$ cat src/rtl/seri2para_pkg.sv
// seri2para_pkg: state encoding and default geometry for the serial-to-parallel collector
package seri2para_pkg;
    typedef enum logic [1:0] {IDLE = 2'd0, RUN = 2'd1, FLUSH = 2'd2} state_t;
    localparam int WIDTH_DEF = 8;
    localparam int NWORDS_DEF = 640;
endpackage

$ cat src/rtl/seri2para_shreg.sv
// seri2para_shreg: MSB-first shift register, bit counter and one-word skid flag
module seri2para_shreg import seri2para_pkg::*; #(
    parameter int WIDTH = WIDTH_DEF
) (
    input  logic             clk,
    input  logic             rst_n,
    input  logic             clr,
    input  logic             capture,
    input  logic             bit_in,
    input  logic             stall,
    input  logic             drain,
    output logic [WIDTH-1:0] word,
    output logic [WIDTH-1:0] shreg,
    output logic             full,
    output logic             done
);
    localparam int BW = $clog2(WIDTH);
    localparam logic [BW-1:0] LAST = BW'(WIDTH - 1);

    logic [BW-1:0] bitcnt;

    assign word = {shreg[WIDTH-2:0], bit_in};
    assign done = capture && bitcnt == LAST;

    always_ff @(posedge clk or negedge rst_n) begin
        if (!rst_n) begin
            shreg  <= '0;
            bitcnt <= '0;
            full   <= 1'b0;
        end else if (clr) begin
            shreg  <= '0;
            bitcnt <= '0;
            full   <= 1'b0;
        end else begin
            if (capture) begin
                shreg  <= word;
                bitcnt <= done ? '0 : bitcnt + 1'b1;
            end
            if (done && stall) full <= 1'b1;
            else if (drain) full <= 1'b0;
        end
    end
endmodule

$ cat src/rtl/seri2para.sv
// seri2para: collects a 1-bit MSB-first stream into WIDTH-bit words delivered on valid/ready
module seri2para import seri2para_pkg::*; #(
    parameter int WIDTH  = WIDTH_DEF,
    parameter int NWORDS = NWORDS_DEF
) (
    input  logic             iCLK,
    input  logic             iRST_n,
    input  logic             iSTART,
    input  logic             iBIT,
    input  logic             iBIT_VALID,
    input  logic             iREADY,
    output logic [WIDTH-1:0] oDATA,
    output logic             oVALID,
    output logic             oFinished,
    output logic             oOverflow,
    output logic             oBusy
);
    localparam int WW = $clog2(NWORDS + 1);
    localparam logic [WW-1:0] LASTW = WW'(NWORDS - 1);

    state_t state, state_nx;
    logic [WW-1:0] wordcnt;
    logic [WIDTH-1:0] word, shreg;
    logic full, done, run, start, accept, out_free, load_new, load_skid, load, last_load;

    assign run       = state == RUN;
    assign start     = state == IDLE && iSTART;
    assign accept    = oVALID && iREADY;
    assign out_free  = !oVALID || iREADY;
    assign load_new  = done && out_free;
    assign load_skid = run && full && out_free;
    assign load      = load_new || load_skid;
    assign last_load = load && wordcnt == LASTW;
    assign oBusy     = state == RUN || state == FLUSH;

    seri2para_shreg #(.WIDTH(WIDTH)) u_shreg (
        .clk     (iCLK),
        .rst_n   (iRST_n),
        .clr     (start),
        .capture (run && iBIT_VALID && !full),
        .bit_in  (iBIT),
        .stall   (!out_free),
        .drain   (load_skid),
        .word    (word),
        .shreg   (shreg),
        .full    (full),
        .done    (done)
    );

    always_comb begin
        state_nx = state;
        if (start) state_nx = RUN;
        else if (run && last_load) state_nx = FLUSH;
        else if (state == FLUSH && accept) state_nx = IDLE;
    end

    always_ff @(posedge iCLK or negedge iRST_n) begin
        if (!iRST_n) state <= IDLE;
        else state <= state_nx;
    end

    // a skid word is always older than one still arriving, so it wins the load
    always_ff @(posedge iCLK or negedge iRST_n) begin
        if (!iRST_n) begin
            wordcnt   <= '0;
            oDATA     <= '0;
            oVALID    <= 1'b0;
            oFinished <= 1'b0;
            oOverflow <= 1'b0;
        end else begin
            oFinished <= state == FLUSH && accept;
            if (start) begin
                wordcnt   <= '0;
                oOverflow <= 1'b0;
            end else begin
                if (load) wordcnt <= wordcnt + 1'b1;
                if (run && iBIT_VALID && full) oOverflow <= 1'b1;
            end
            if (load) begin
                oDATA  <= load_skid ? shreg : word;
                oVALID <= 1'b1;
            end else if (accept) oVALID <= 1'b0;
        end
    end
endmodule

$ cat config.mk
export PLATFORM = sky130hd
export DESIGN_NAME = seri2para
export DESIGN_NICKNAME = d
export VERILOG_FILES = /design/src/rtl/seri2para_pkg.sv /design/src/rtl/seri2para_shreg.sv /design/src/rtl/seri2para.sv
export SDC_FILE = /design/constraint.sdc
export NUM_CORES = 1
export LEC_CHECK = 0
export CELL_PAD_IN_SITES_DETAIL_PLACEMENT = 2
export CELL_PAD_IN_SITES_GLOBAL_PLACEMENT = 2
export CORE_ASPECT_RATIO = 1.4
export CORE_MARGIN = 8
export CORE_UTILIZATION = 35
export CTS_BUF_LIST = sky130_fd_sc_hd__clkbuf_4
export CTS_CLUSTER_DIAMETER = 200
export CTS_CLUSTER_SIZE = 16
export DETAILED_ROUTE_END_ITERATION = 7
export HOLD_SLACK_MARGIN = 0.12
export PLACE_DENSITY = 0.78
export SLEW_MARGIN = 20
export SYNTH_ARGS = -nofsm -noshare
export SYNTH_HDL_FRONTEND = slang
export SYNTH_SLANG_ARGS = --single-unit
$ cat constraint.sdc
create_clock -name iCLK -period 2.81 [get_ports iCLK]
set_input_delay 0.4215 -clock iCLK [delete_from_list [all_inputs] [get_ports iCLK]]
set_output_delay 0.4215 -clock iCLK [all_outputs]
set_load 0.005 [all_outputs]
==> flow_metrics.env, run 1 <==
export IMPL_status="finished, final reports clean"
export IMPL_synthTopCellsByCount="dfrtp_1 (35), nand2_1 (32), a21oi_1 (17), o21ai_0 (13)"
export IMPL_place_gp_congestion=0.712
export IMPL_areaGrowthSynthToFinish_pct=18.3
export IMPL_clk_latency_ns=0.34
export IMPL_drc=0
export IMPL_fmax_mhz=505
export IMPL_ant_nets=0
export IMPL_synth_fa_ha_area_share_pct=4.46
export IMPL_hold_viol=0
export IMPL_drv_slew=0
export IMPL_synth_avg_cell_area_um2=10.1
export IMPL_grt_pass1_wl_mm=7.29
export IMPL_post_route_worst_setup_slack_ns=0.829
export IMPL_setup_viol=0
export IMPL_seq_area_um2=876
export IMPL_synthFlopType="dfrtp_1"
export IMPL_irDropWorstVdd_uv=328
export IMPL_tns_ns=0
export IMPL_vias_per_cell=5.13
export IMPL_grt_overflow=0
export IMPL_cts_resized=0
export IMPL_multi_input_area_um2=753
export IMPL_maxCapViolations=0
export IMPL_drtIter0Drc=41
export IMPL_synth_area_leader_cell="dfrtp_1"
export IMPL_numCtsBuffers=5
export IMPL_synth_top_area_share_pct=52.1
export IMPL_cp_max_fo=3
export IMPL_arrival_ns=1.56
export IMPL_start_kind="flop"
export IMPL_synth_most_common_cell="dfrtp_1"
export IMPL_synth_compound_area_share_pct=11.5
export IMPL_pre_cts_ws_ns=0.711
export IMPL_htree_num_levels=2
export IMPL_synth_area_um2=1680
export IMPL_synth_nets=179
export IMPL_period_needed_ns=1.98
export IMPL_slew_headroom_pct=57.9
export IMPL_fin_worst_skew_ns=0.0183
export IMPL_grt_use_total_pct=13.0
export IMPL_endpoint_kind="output pin"
export IMPL_ys_seq_elements=35
export IMPL_post_cts_buffers=0
export IMPL_fp_coreArea_um2=4730
export IMPL_layout_nets=198
export IMPL_wl_per_cell_um=16.9
export IMPL_start_util_pct=35.6
export IMPL_place_area_um2=1910
export IMPL_p_per_area_nw_per_um2=656
export IMPL_synth_xor_area_share_pct=2.08
export IMPL_clkSinkCount=35
export IMPL_cts_tree="done"
export IMPL_yosysWarnings=0
export IMPL_antenna_found_initial=0
export IMPL_die_area_um2=7310
export IMPL_dp_hpwl_mm=3.19
export IMPL_yosys_top_cells_area="dfrtp_1 (52%), nand2_1 (7.1%), mux2i_1 (5.4%), a21oi_1 (5.1%), ha_1 (4.5%)"
export IMPL_crit_type="reg -> out"
export IMPL_drt_pass1_iterations=3
export IMPL_n_antenna_cell=0
export IMPL_grt_pass1_vias=1459
export IMPL_synthMuxAreaShare_pct=5.36
export IMPL_synthArstFlopShare_pct=100
export IMPL_grt_setup_unrepaired="false"
export IMPL_stdcell_area_um2=1990
export IMPL_totalWireLength_mm=4.25
export IMPL_cts_path_max_buffers=2
export IMPL_seq_area_frac_synth_pct=52.1
export IMPL_min_period_over_period_pct=70.5
export IMPL_dr_total_vias=1288
export IMPL_synth_edf_count=0
export IMPL_io_pins=18
export IMPL_nFillCells=524
export IMPL_power_leakage_nw=0.867
export IMPL_netlist_instances=167
export IMPL_die_w_um=74.6
export IMPL_worstPathRequired_ns=2.39
export IMPL_cts_hold_buffers=0
export IMPL_synth_top_family_by_area="simple AND/OR/NAND/NOR gates"
export IMPL_hold_path_class="in -> async"
export IMPL_root_buffer="clkbuf_4"
export IMPL_worst_slew_pin_slew_ns=0.631
export IMPL_grt_start_max_net_pins=36
export IMPL_rows=30
export IMPL_synth_cell_type_count=31
export IMPL_die_h_um=98.0
export IMPL_io_buffer_count=17
export IMPL_synthSimpleGateAreaFrac_pct=21.4
export IMPL_clk_pin_slew_ns=0.12
export IMPL_drive_gt1_share_pct=8.56
[metrics by stage]
stage,hold WS [ns],utilization [%],std cells,power [W]
floorplan,0.126,-,167,0.000799
global placement,0.463,40.4,243,0.000934
detailed placement,0.492,40.4,243,0.000973
CTS,0.493,42.1,251,0.00134
global route,0.499,42.1,251,0.00140
finish,0.485,42.1,251,0.00131
[logic make-up after synthesis]
group	count (synthesis)
xor gates and xnor gates	4
and+or+nand+nor	67
adders and majority gates	6
AOI/OAI and AO/OA	35
muxes	9
buffers and inverters	11
DFF	35
[power breakdown]
part	internal [W]	total, W	leakage [nW]	switching [W]
Sequential	0.000593	0.000663	0.472	0.0000692
Combinational	0.000150	0.000290	0.353	0.000139
Clock	0.000183	0.000353	0.0426	0.000170
[cell type report]
| class | count | area share [%] |
|---|---|---|
| clock buffer | 5 | 1.89 |
| clock inverter | 3 | 1.95 |
| inverter | 3 | 0.566 |
| multi-input combinational | 121 | 37.9 |
| sequential | 35 | 44.0 |
| tap | 64 | 4.03 |
| timing repair buffer | 20 | 9.69 |
[path summary, 6_finish.rpt]
path,cells after the start,startpoint,slack (ns),to
setup / recovery,3,state[1]$_DFFE_PN0P_,0.83,oBusy
setup reg to reg,6,state[1]$_DFFE_PN0P_,0.86,u_shreg.bitcnt[2]$_DFFE_PN0P_
hold / removal,2,iRST_n,0.49,oDATA[3]$_DFFE_PN0P_
max in group asynchronous,2,iRST_n,1.99,wordcnt[2]$_DFFE_PN0P_
hold reg to reg,2,oDATA[2]$_DFFE_PN0P_,0.51,oDATA[2]$_DFFE_PN0P_
min in group iCLK,2,oDATA[2]$_DFFE_PN0P_,0.51,oDATA[2]$_DFFE_PN0P_
[layout by cell type (no fill, tap or decap), drive strengths merged]
cell,instances
dfrtp,35
a21oi,17
buf,3
clkbuf,5
nand4,5
a31o,1
ha,6
nand3b,1
nand3,4
and2,2
xor2,4
nand2b,1
a21o,1
nor4,1
clkinv,2
clkdlybuf4s50,17
or3,5
and3,3
mux2i,9
o21ai,13
a211oi,1
nor3b,1
nor2,10
or4bb,1
bufinv,1
nand2,32
nor3,1
inv,3
a31oi,2
[worst max-delay path, cell delays in order (launching register included)]
cell and delay (ns):
dfrtp_1 0.39, inv_1 0.08, ha_1 0.27, clkdlybuf4s50_1 0.49
[flip-flops by register name, indices dropped and copies added (netlist names)]
signal	flops
oOverflow	1
oVALID	1
oFinished	1
u_shreg.full	1
u_shreg.bitcnt	3
oDATA	8
wordcnt	10
state	2
u_shreg.shreg	8
[per-layer routing]
metal	global-route usage [%]	share of wire [%]
met5	0	0
met4	4.09	1.5
met3	3.69	3.6
met2	23.5	56
met1	13.6	38
Power figures use the tool's default switching activity.
==> run 2: changes to the inputs <==
CORE_UTILIZATION = 33   (was 35)
PLACE_DENSITY = 0.77   (was 0.78)
clock period = 1.7 ns   (was 2.81 ns; I/O delays follow)
==> flow_metrics.env, run 2 (synthesis gave the netlist of run 1 again) <==
export IMPL_p_sw_w=0.000640
export IMPL_cts_hold_buffers=0
export IMPL_grt_overflow=0
export IMPL_areaGrowthSynthToFinish_pct=26.5
export IMPL_die_area_um2=7670
export IMPL_grt_start_max_net_pins=36
export IMPL_internal_power_w=0.00146
export IMPL_min_period_over_period_pct=96.2
export IMPL_irDropWorstVdd_uv=480
export IMPL_grt_use_total_pct=12.2
export IMPL_drive_gt1_share_pct=17.8
export IMPL_antenna_found_initial=0
export IMPL_p_per_area_nw_per_um2=988
export IMPL_start_kind="flop"
export IMPL_hold_worst_slack_ns=0.331
export IMPL_hold_viol=0
export IMPL_drc=0
export IMPL_p_comb_share_pct=26.7
export IMPL_slew_headroom_pct=68.6
export IMPL_ant_nets=0
export IMPL_p_total_w=0.00210
export IMPL_switching_share_pct=30.5
export IMPL_maxCapViolations=0
export IMPL_numCtsBuffers=5
export IMPL_power_leakage_nw=0.939
export IMPL_vias_per_cell=5.13
export IMPL_final_common_cell="dfrtp_1"
export IMPL_drt_pass1_iterations=4
export IMPL_largest_register="wordcnt"
export IMPL_seqPwrFrac_pct=51.7
export IMPL_fmax_mhz=611
export IMPL_top_regs="wordcnt (10), oDATA (8), u_shreg.shreg (8)"
export IMPL_htree_num_levels=2
export IMPL_place_gp_congestion=0.768
export IMPL_grt_pass1_wl_mm=7.51
export IMPL_io_pins=18
export IMPL_nFillCells=533
export IMPL_layout_nets=213
export IMPL_crit_type="reg -> reg"
export IMPL_die_h_um=100
export IMPL_dp_hpwl_mm=3.17
export IMPL_mostFrequentLayoutCells="dfrtp_1 (35), nand2_1 (32), a21oi_1 (16), clkdlybuf4s50_1 (16), buf_4 (15)"
export IMPL_grt_pass1_vias=1559
export IMPL_wl_per_cell_um=16.5
export IMPL_drv_slew=0
export IMPL_multi_input_area_um2=774
export IMPL_clk_pin_slew_ns=0.12
export IMPL_fp_coreArea_um2=4880
export IMPL_post_route_worst_setup_slack_ns=0.0641
export IMPL_hold_path_class="in -> async"
export IMPL_dr_total_vias=1365
export IMPL_die_w_um=76.3
export IMPL_largest_register_ffs=10
export IMPL_n_antenna_cell=0
export IMPL_arrival_ns=1.91
export IMPL_clk_latency_ns=0.34
export IMPL_clkSinkCount=35
export IMPL_status="finished, final reports clean"
export IMPL_start_util_pct=34.5
export IMPL_rows=30
export IMPL_cts_tree="done"
export IMPL_fin_worst_skew_ns=0.0151
export IMPL_period_needed_ns=1.64
export IMPL_io_buffer_count=17
export IMPL_worst_slew_pin_slew_ns=0.471
export IMPL_setup_viol=0
export IMPL_cp_max_fo=5
export IMPL_endpoint_kind="flop"
export IMPL_totalWireLength_mm=4.38
export IMPL_seq_area_um2=876
export IMPL_pre_cts_ws_ns=-0.183
export IMPL_r2r_worst_path_cells=6
export IMPL_worstPathRequired_ns=1.97
export IMPL_cts_path_max_buffers=2
export IMPL_clkPwrFrac_pct=21.6
export IMPL_drtIter0Drc=29
export IMPL_root_buffer="clkbuf_4"
-- run 2: changes by cell type in the layout (fill, tap and decap cells not counted), sizes merged --
cell / previous run / this run
buf: 3 / 18
dlygate4sd2: 0 / 1
clkdlybuf4s50: 17 / 16
bufinv: 1 / 0
clkbuf: 5 / 6
-- run 2: worst paths after layout --
| path | from | slack, ns | end |
|---|---|---|---|
| setup / recovery | u_shreg.bitcnt[0]$_DFFE_PN0P_ | 0.06 | wordcnt[8]$_DFFE_PN0P_ |
| hold / removal | iRST_n | 0.33 | oDATA[3]$_DFFE_PN0P_ |
| hold reg to reg | oDATA[6]$_DFFE_PN0P_ | 0.50 | oDATA[6]$_DFFE_PN0P_ |
| max in group asynchronous | iRST_n | 1.03 | oVALID$_DFFE_PN0P_ |
| setup reg to reg | u_shreg.bitcnt[0]$_DFFE_PN0P_ | 0.06 | wordcnt[8]$_DFFE_PN0P_ |
| min in group iCLK | oDATA[6]$_DFFE_PN0P_ | 0.50 | oDATA[6]$_DFFE_PN0P_ |
-- run 2: routing by layer --
layer | vias up | part of all wire [%] | routed length (µm) | GRT usage, %
met1 | 691 | 38 | 1660 | 11.8
met3 | 8 | 3.5 | 155 | 3.57
met4 | 0 | 1.8 | 78 | 4.01
met2 | 22 | 57 | 2490 | 23.9
li1 | 644 | - | - | -
met5 | - | 0 | 0 | 0
-- run 2: area by class of cell --
type                            instances  share of cell area (%)
Clock buffer                            6                    2.12
Clock inverter                          2                   0.353
Inverter                                3                   0.529
Multi-Input combinational cell        121                    36.4
Sequential cell                        35                    41.2
Tap cell                               64                    3.76
Timing Repair Buffer                   35                    15.6
-- run 2: power groups by stage --
stage / clock network, W / logic (W) / registers, W
after floorplan: 0 / 0.000232 / 0.00109
after detailed placement: 0 / 0.000526 / 0.00111
after CTS: 0.000474 / 0.000529 / 0.00109
after global routing: 0.000513 / 0.000633 / 0.00111
final: 0.000454 / 0.000561 / 0.00109
after global placement: 0 / 0.000473 / 0.00109
-- run 2: through the flow --
step | instances | area (µm²) | TNS, ns | util [%]
final | 266 | 2130 | 0 | 43.6
after global routing | 266 | 2130 | -0.000977 | 43.6
after CTS | 261 | 2060 | 0 | 42.3
after detailed placement | 251 | 2000 | -1.72 | 40.9
after global placement | 251 | 2000 | -0.577 | 40.9
after floorplan | 167 | 1680 | 0 | -
-- run 2: critical path, cell delays in order, from the launching register on --
cell and delay, ns:
dfrtp_1 0.38, ha_2 0.19, ha_2 0.18, a21o_4 0.17, nand4_4 0.11, or3_4 0.40
a21oi_2 0.14
-- run 2: timing repair --
| item | CTS | global route |
|---|---|---|
| buffers inserted | 2 | 5 |
| endpoints found under the setup margin | 1 | 25 |
| pin swaps | 0 | 3 |
| hold endpoints to repair | 0 | 0 |
| gates resized for setup | 1 | 7 |
